$ cat src/rtl/mem_arb_if.sv
// Memory-side bus between the arbiter (master) and the memory slave.
// One request outstanding at a time: address phase, then data phase.
interface mem_arb_if;
  logic        m_req;
  logic        m_wr;
  logic [3:0]  m_wstrb;
  logic [31:0] m_addr;
  logic [31:0] m_wdata;
  logic        m_addr_ok;
  logic        m_data_ok;
  logic [31:0] m_rdata;

  modport master (
    output m_req, m_wr, m_wstrb, m_addr, m_wdata,
    input  m_addr_ok, m_data_ok, m_rdata
  );

  modport slave (
    input  m_req, m_wr, m_wstrb, m_addr, m_wdata,
    output m_addr_ok, m_data_ok, m_rdata
  );
endinterface

$ cat src/rtl/mem_arb.sv
// Two-port (instruction fetch / data) arbiter onto a single memory bus.
// Round-robin on contention; flush cancels fetch traffic only.
module mem_arb (
  input  logic        clk,
  input  logic        rst,
  input  logic        i_req,
  input  logic [31:0] i_addr,
  output logic [31:0] i_rdata,
  output logic        i_done,
  input  logic        d_req,
  input  logic        d_wr,
  input  logic [3:0]  d_wen,
  input  logic [31:0] d_addr,
  input  logic [31:0] d_wdata,
  output logic [31:0] d_rdata,
  output logic        d_done,
  input  logic        flush,
  mem_arb_if.master   mem,
  output logic        busy
);

  localparam logic [1:0] IDLE = 2'd0;
  localparam logic [1:0] ADDR = 2'd1;
  localparam logic [1:0] DATA = 2'd2;

  localparam logic OWN_I = 1'b0;
  localparam logic OWN_D = 1'b1;

  logic [1:0]  state_q, state_d;
  logic        owner_q, owner_d;
  logic        last_owner_q, last_owner_d;
  logic        cancel_q, cancel_d;
  logic [31:0] addr_q, addr_d;
  logic        wr_q, wr_d;
  logic [3:0]  wstrb_q, wstrb_d;
  logic [31:0] wdata_q, wdata_d;
  logic [31:0] i_rdata_q, i_rdata_d;
  logic [31:0] d_rdata_q, d_rdata_d;
  logic        i_done_q, i_done_d;
  logic        d_done_q, d_done_d;

  logic d_elig, i_elig, i_flush;

  always_comb begin
    state_d      = state_q;
    owner_d      = owner_q;
    last_owner_d = last_owner_q;
    cancel_d     = cancel_q;
    addr_d       = addr_q;
    wr_d         = wr_q;
    wstrb_d      = wstrb_q;
    wdata_d      = wdata_q;
    i_rdata_d    = i_rdata_q;
    d_rdata_d    = d_rdata_q;
    i_done_d     = 1'b0;
    d_done_d     = 1'b0;

    d_elig  = d_req & ~d_done_q;
    i_elig  = i_req & ~i_done_q & ~flush;
    i_flush = (owner_q == OWN_I) & flush;

    case (state_q)
      IDLE: begin
        cancel_d = 1'b0;
        // D wins when alone, or on contention when I was served last
        if (d_elig && (!i_elig || last_owner_q == OWN_I)) begin
          state_d      = ADDR;
          owner_d      = OWN_D;
          last_owner_d = OWN_D;
          addr_d       = d_addr;
          wr_d         = d_wr;
          wstrb_d      = d_wen;
          wdata_d      = d_wdata;
        end else if (i_elig) begin
          state_d      = ADDR;
          owner_d      = OWN_I;
          last_owner_d = OWN_I;
          addr_d       = i_addr;
          wr_d         = 1'b0;
          wstrb_d      = '0;
          wdata_d      = '0;
        end
      end
      ADDR: begin
        if (mem.m_addr_ok) begin
          state_d = DATA;
          if (i_flush) cancel_d = 1'b1;
        end else if (i_flush) begin
          state_d = IDLE;
        end
      end
      DATA: begin
        if (i_flush) cancel_d = 1'b1;
        if (mem.m_data_ok) begin
          state_d  = IDLE;
          cancel_d = 1'b0;
          if (owner_q == OWN_D) begin
            d_done_d = 1'b1;
            if (!wr_q) d_rdata_d = mem.m_rdata;
          end else if (!(cancel_q || flush)) begin
            i_done_d  = 1'b1;
            i_rdata_d = mem.m_rdata;
          end
        end
      end
      default: state_d = IDLE;
    endcase
  end

  always_ff @(posedge clk or negedge rst) begin
    if (!rst) begin
      state_q      <= IDLE;
      owner_q      <= OWN_I;
      last_owner_q <= OWN_I;
      cancel_q     <= 1'b0;
      addr_q       <= '0;
      wr_q         <= 1'b0;
      wstrb_q      <= '0;
      wdata_q      <= '0;
      i_rdata_q    <= '0;
      d_rdata_q    <= '0;
      i_done_q     <= 1'b0;
      d_done_q     <= 1'b0;
    end else begin
      state_q      <= state_d;
      owner_q      <= owner_d;
      last_owner_q <= last_owner_d;
      cancel_q     <= cancel_d;
      addr_q       <= addr_d;
      wr_q         <= wr_d;
      wstrb_q      <= wstrb_d;
      wdata_q      <= wdata_d;
      i_rdata_q    <= i_rdata_d;
      d_rdata_q    <= d_rdata_d;
      i_done_q     <= i_done_d;
      d_done_q     <= d_done_d;
    end
  end

  assign mem.m_req   = (state_q == ADDR);
  assign mem.m_wr    = wr_q;
  assign mem.m_wstrb = wstrb_q;
  assign mem.m_addr  = addr_q;
  assign mem.m_wdata = wdata_q;

  assign i_rdata = i_rdata_q;
  assign d_rdata = d_rdata_q;
  assign i_done  = i_done_q;
  assign d_done  = d_done_q;
  assign busy    = (state_q != IDLE);

endmodule

$ cat src/flat_wrapper.sv
// flat-port wrapper written by rule: the top's interface ports become plain ports
module mem_arb_flat 
  (clk, rst, i_req, i_addr, i_rdata, i_done, d_req, d_wr, d_wen, d_addr, d_wdata, d_rdata, d_done, flush, busy, mem_m_req, mem_m_wr, mem_m_wstrb, mem_m_addr, mem_m_wdata, mem_m_addr_ok, mem_m_data_ok, mem_m_rdata);
  mem_arb_if mem_i ();
  input  logic clk;
  input  logic rst;
  input  logic i_req;
  input  logic [31:0] i_addr;
  output logic [31:0] i_rdata;
  output logic i_done;
  input  logic d_req;
  input  logic d_wr;
  input  logic [3:0] d_wen;
  input  logic [31:0] d_addr;
  input  logic [31:0] d_wdata;
  output logic [31:0] d_rdata;
  output logic d_done;
  input  logic flush;
  output logic busy;
  output wire logic [$bits(mem_i.m_req)-1:0] mem_m_req;
  output wire logic [$bits(mem_i.m_wr)-1:0] mem_m_wr;
  output wire logic [$bits(mem_i.m_wstrb)-1:0] mem_m_wstrb;
  output wire logic [$bits(mem_i.m_addr)-1:0] mem_m_addr;
  output wire logic [$bits(mem_i.m_wdata)-1:0] mem_m_wdata;
  input wire logic [$bits(mem_i.m_addr_ok)-1:0] mem_m_addr_ok;
  input wire logic [$bits(mem_i.m_data_ok)-1:0] mem_m_data_ok;
  input wire logic [$bits(mem_i.m_rdata)-1:0] mem_m_rdata;
  assign mem_m_req = mem_i.m_req;
  assign mem_m_wr = mem_i.m_wr;
  assign mem_m_wstrb = mem_i.m_wstrb;
  assign mem_m_addr = mem_i.m_addr;
  assign mem_m_wdata = mem_i.m_wdata;
  assign mem_i.m_addr_ok = mem_m_addr_ok;
  assign mem_i.m_data_ok = mem_m_data_ok;
  assign mem_i.m_rdata = mem_m_rdata;
  mem_arb u_core (.clk(clk), .rst(rst), .i_req(i_req), .i_addr(i_addr), .i_rdata(i_rdata), .i_done(i_done), .d_req(d_req), .d_wr(d_wr), .d_wen(d_wen), .d_addr(d_addr), .d_wdata(d_wdata), .d_rdata(d_rdata), .d_done(d_done), .flush(flush), .mem(mem_i), .busy(busy));
endmodule
$ cat config.mk
export PLATFORM = sky130hd
export DESIGN_NAME = mem_arb_flat
export DESIGN_NICKNAME = d
export VERILOG_FILES = /design/src/rtl/mem_arb_if.sv /design/src/rtl/mem_arb.sv /design/src/flat_wrapper.sv
export SDC_FILE = /design/constraint.sdc
export NUM_CORES = 1
export LEC_CHECK = 0
export BUFFER_PORTS_ARGS = -buffer_cell sky130_fd_sc_hd__buf_4
export CAP_MARGIN = 40
export CORE_ASPECT_RATIO = 0.9
export CORE_MARGIN = 2
export CORE_UTILIZATION = 46
export CTS_CLUSTER_DIAMETER = 30
export CTS_CLUSTER_SIZE = 24
export DETAILED_ROUTE_END_ITERATION = 8
export PLACE_DENSITY = 0.81
export SYNTH_ARGS = -nofsm -noshare
export SYNTH_HDL_FRONTEND = slang
export SYNTH_SLANG_ARGS = --single-unit
$ cat constraint.sdc
create_clock -name clk -period 2.4 [get_ports clk]
set_input_delay 0.6 -clock clk [delete_from_list [all_inputs] [get_ports clk]]
set_output_delay 0.6 -clock clk [all_outputs]
set_load 0.03 [all_outputs]
==> flow_metrics.tcl <==
set metrics [dict create \
    status "finished clean" \
    setup_violations 0 \
    slew_headroom 0.667 \
    p_int_w 0.00722 \
    ff2ff_setup_slack_ns 0.47 \
    drive_above_1_share 0.554 \
    synth_cells 394 \
    hold_viol 0 \
    cp.arrival_ns 1.47 \
    routabilityCongestion 0.772 \
    use_met3 0.0869 \
    tightest_slew_ns 0.500 \
    synth_cell_types 26 \
    cts_hold_buf 0 \
    fin_ws_ns 0.328 \
    syn_area_sq_mm 0.00550 \
    dp_cells 808 \
    worstSetupPathType "register to output port" \
    post_cts_resized 0 \
    cts.clk_slew.worst_paths_ns 0.06 \
    grt_use_met1 0.256 \
    synth_nets 538 \
    worstSkewPairLatency_ns 0.42 \
    cts-htree-levels 4 \
    antenna_found_initial 0 \
    grt_start_max_net_pins 77 \
    clockBufferDepth 2 \
    cts_tree "done" \
    p_per_area_mw_per_mm2 1440 \
    via_per_inst 5.04 \
    yosys-top-cells-area "dfrtp_1 63%, mux2_2 13%, a22o_1 5.9%, mux2i_1 5.8%, o21ai_0 3.2%" \
    pin_count 277 \
    crit_path_end_kind "output port" \
    synthArstFlopShare 1.00 \
    swShare 0.401 \
    grt_pass1_vias 4484 \
    clkPwrFrac 0.211 \
    syn_avg_cell_area_sq_um 14.0 \
    track_usage 0.237 \
    yosys.area.top_type "dfrtp_1" \
    grt_most_used_layer "met2" \
    dpl_cell_area_sq_mm 0.00778 \
    postCtsSetupBuffers 0 \
    overflow 0 \
    worstPathRequired_ns 1.80 \
    synth.top_cell.area_share 0.632 \
    min_period_over_period 0.863 \
    peakVddDrop_v 0.000965 \
    reg2reg_to "u_core.d_rdata[1]" \
    drv_slew 0 \
    ant_nets 0 \
    holdCritPathClass "input pin to async pin" \
    row_count 37 \
    seq_area_frac_synth 0.632 \
    dp_slack_ns 0.329 \
    avgRoutedWirePerCell_microns 17.6 \
    final_nets 815 \
    stdcell_area_sq_mm 0.00835 \
    start_kind "register" \
    cts_buffers 17 \
    switching_power_w 0.00483 \
    dp_hpwl_microns 10700 \
    route.detailed.drc 0 \
    initial_utilization 0.477 \
    finalSetupTns_ns 0 \
    drv_cap 0 \
    first_iter_violations 286 \
    fin_crit_ns 2.07 \
    syn_to_final_growth_pct 51.9 \
    dr.pass1.iters 5 \
    clock-sinks 139 \
    synth-edff-count 0 \
    die_w_microns 119 \
    die_h_microns 108 \
    cp_max_fo 4 \
    fin_hold_ws_ns 0.122 \
    core_sq_mm 0.0115 \
    p_leak_nw 4.34 \
    rsz0062_at_grt "false" \
    synth_top_cells_by_count "139 x dfrtp_1, 63 x mux2_2, 37 x a22o_1" \
    power_frac_comb 0.464 \
    vias 4227 \
    yosysWarnings 0 \
    grt_pass1_wl_microns 23000 \
    worstRegToRegCells 6 \
    p_seq_frac 0.324 \
    skew_ns 0.00604 \
    synth.most_common_cell "dfrtp_1" \
    max_freq_mhz 483 \
    r2r-start "u_core.state_q[0]" \
    die-area_sq_mm 0.0128 \
    grtUsageMet2 0.409 \
    ys_ff_latch 139 \
    n_antenna_cell 0 \
    wl_microns 14800 \
    io_buffer_count 276 \
    instances_no_fill 838 \
    synth_flop_cell "dfrtp_1" \
    root_buffer "clkbuf_16" \
]
-- sequential cells by signal, summed over array words and instances (netlist names) --
signal	cells
u_core.mem.m_addr	32
u_core.owner_q	1
u_core.d_done	1
u_core.d_rdata	32
u_core.mem.m_wdata	32
u_core.mem.m_wr	1
u_core.i_rdata	32
u_core.cancel_q	1
u_core.i_done	1
u_core.state_q	2
u_core.mem.m_wstrb	4
-- stage by stage --
stage	total power (W)	util
after CTS	0.0122	0.725
after global placement	0.00939	0.675
final	0.0121	0.725
after global routing	0.0126	0.725
after floorplan	0.00723	-
after detailed placement	0.00956	0.675
-- worst max-delay path, stage by stage (launching register included) --
cell	delay, ns
dfrtp_1	0.39
inv_1	0.12
ha_1	0.28
inv_1	0.09
buf_4	0.18
-- worst max path at each step --
stage,endpoint,depth (start not counted),from
final,busy,4,u_core.state_q[0]
after global routing,busy,4,u_core.state_q[0]
after CTS,busy,4,u_core.state_q[0]
after detailed placement,u_core.mem.m_addr[20],6,d_req
after global placement,u_core.mem.m_addr[20],6,d_req
after floorplan,u_core.i_rdata[0],6,u_core.state_q[0]
-- routing by layer --
metal / wire (microns) / share of wire
met5: 0 / 0
met4: 499 / 0.034
met3: 1390 / 0.094
met2: 7570 / 0.51
met1: 5300 / 0.36
-- area by class of cell --
type / count / area [sq um]
sequential: 139 / 3480
fill: 809 / 3170
timing repair buffer: 284 / 2210
multi-input combinational: 223 / 1870
clock buffer: 21 / 450
tap: 156 / 195
clock inverter: 9 / 123
inverter: 6 / 22.5
-- cells by family after synthesis --
kind of cell,share of synthesized area
multiplexers,0.191
adder cells (fa/ha/maj),0.00910
AND/OR/NAND/NOR,0.0353
AO/OA/AOI/OAI,0.0992
flip-flops,0.632
buffers and inverters,0.0328
-- power by group through the flow --
stage / combinational (W) / clock (W) / sequential, W
detailed placement: 0.00564 / 0 / 0.00392
CTS: 0.00566 / 0.00261 / 0.00392
floorplan: 0.00146 / 0 / 0.00577
global route: 0.00591 / 0.00271 / 0.00403
global placement: 0.00551 / 0 / 0.00388
finish: 0.00560 / 0.00255 / 0.00391
-- cells in the final DEF (no fill, tap or decap), types with 2 or more instances in the layout --
cell type    n
buf_12       6
nor2b_1      2
bufinv_16    3
dfrtp_1    139
mux2_1       2
inv_1        6
clkbuf_1     3
mux2i_1     32
mux2_2      63
buf_4      277
clkbuf_16   17
ha_1         4
clkinv_2     5
o21ai_0     34
a22o_1      37
nor2_1       3
nand2_1     34
No activity file was read; power rests on OpenSTA's default activity.
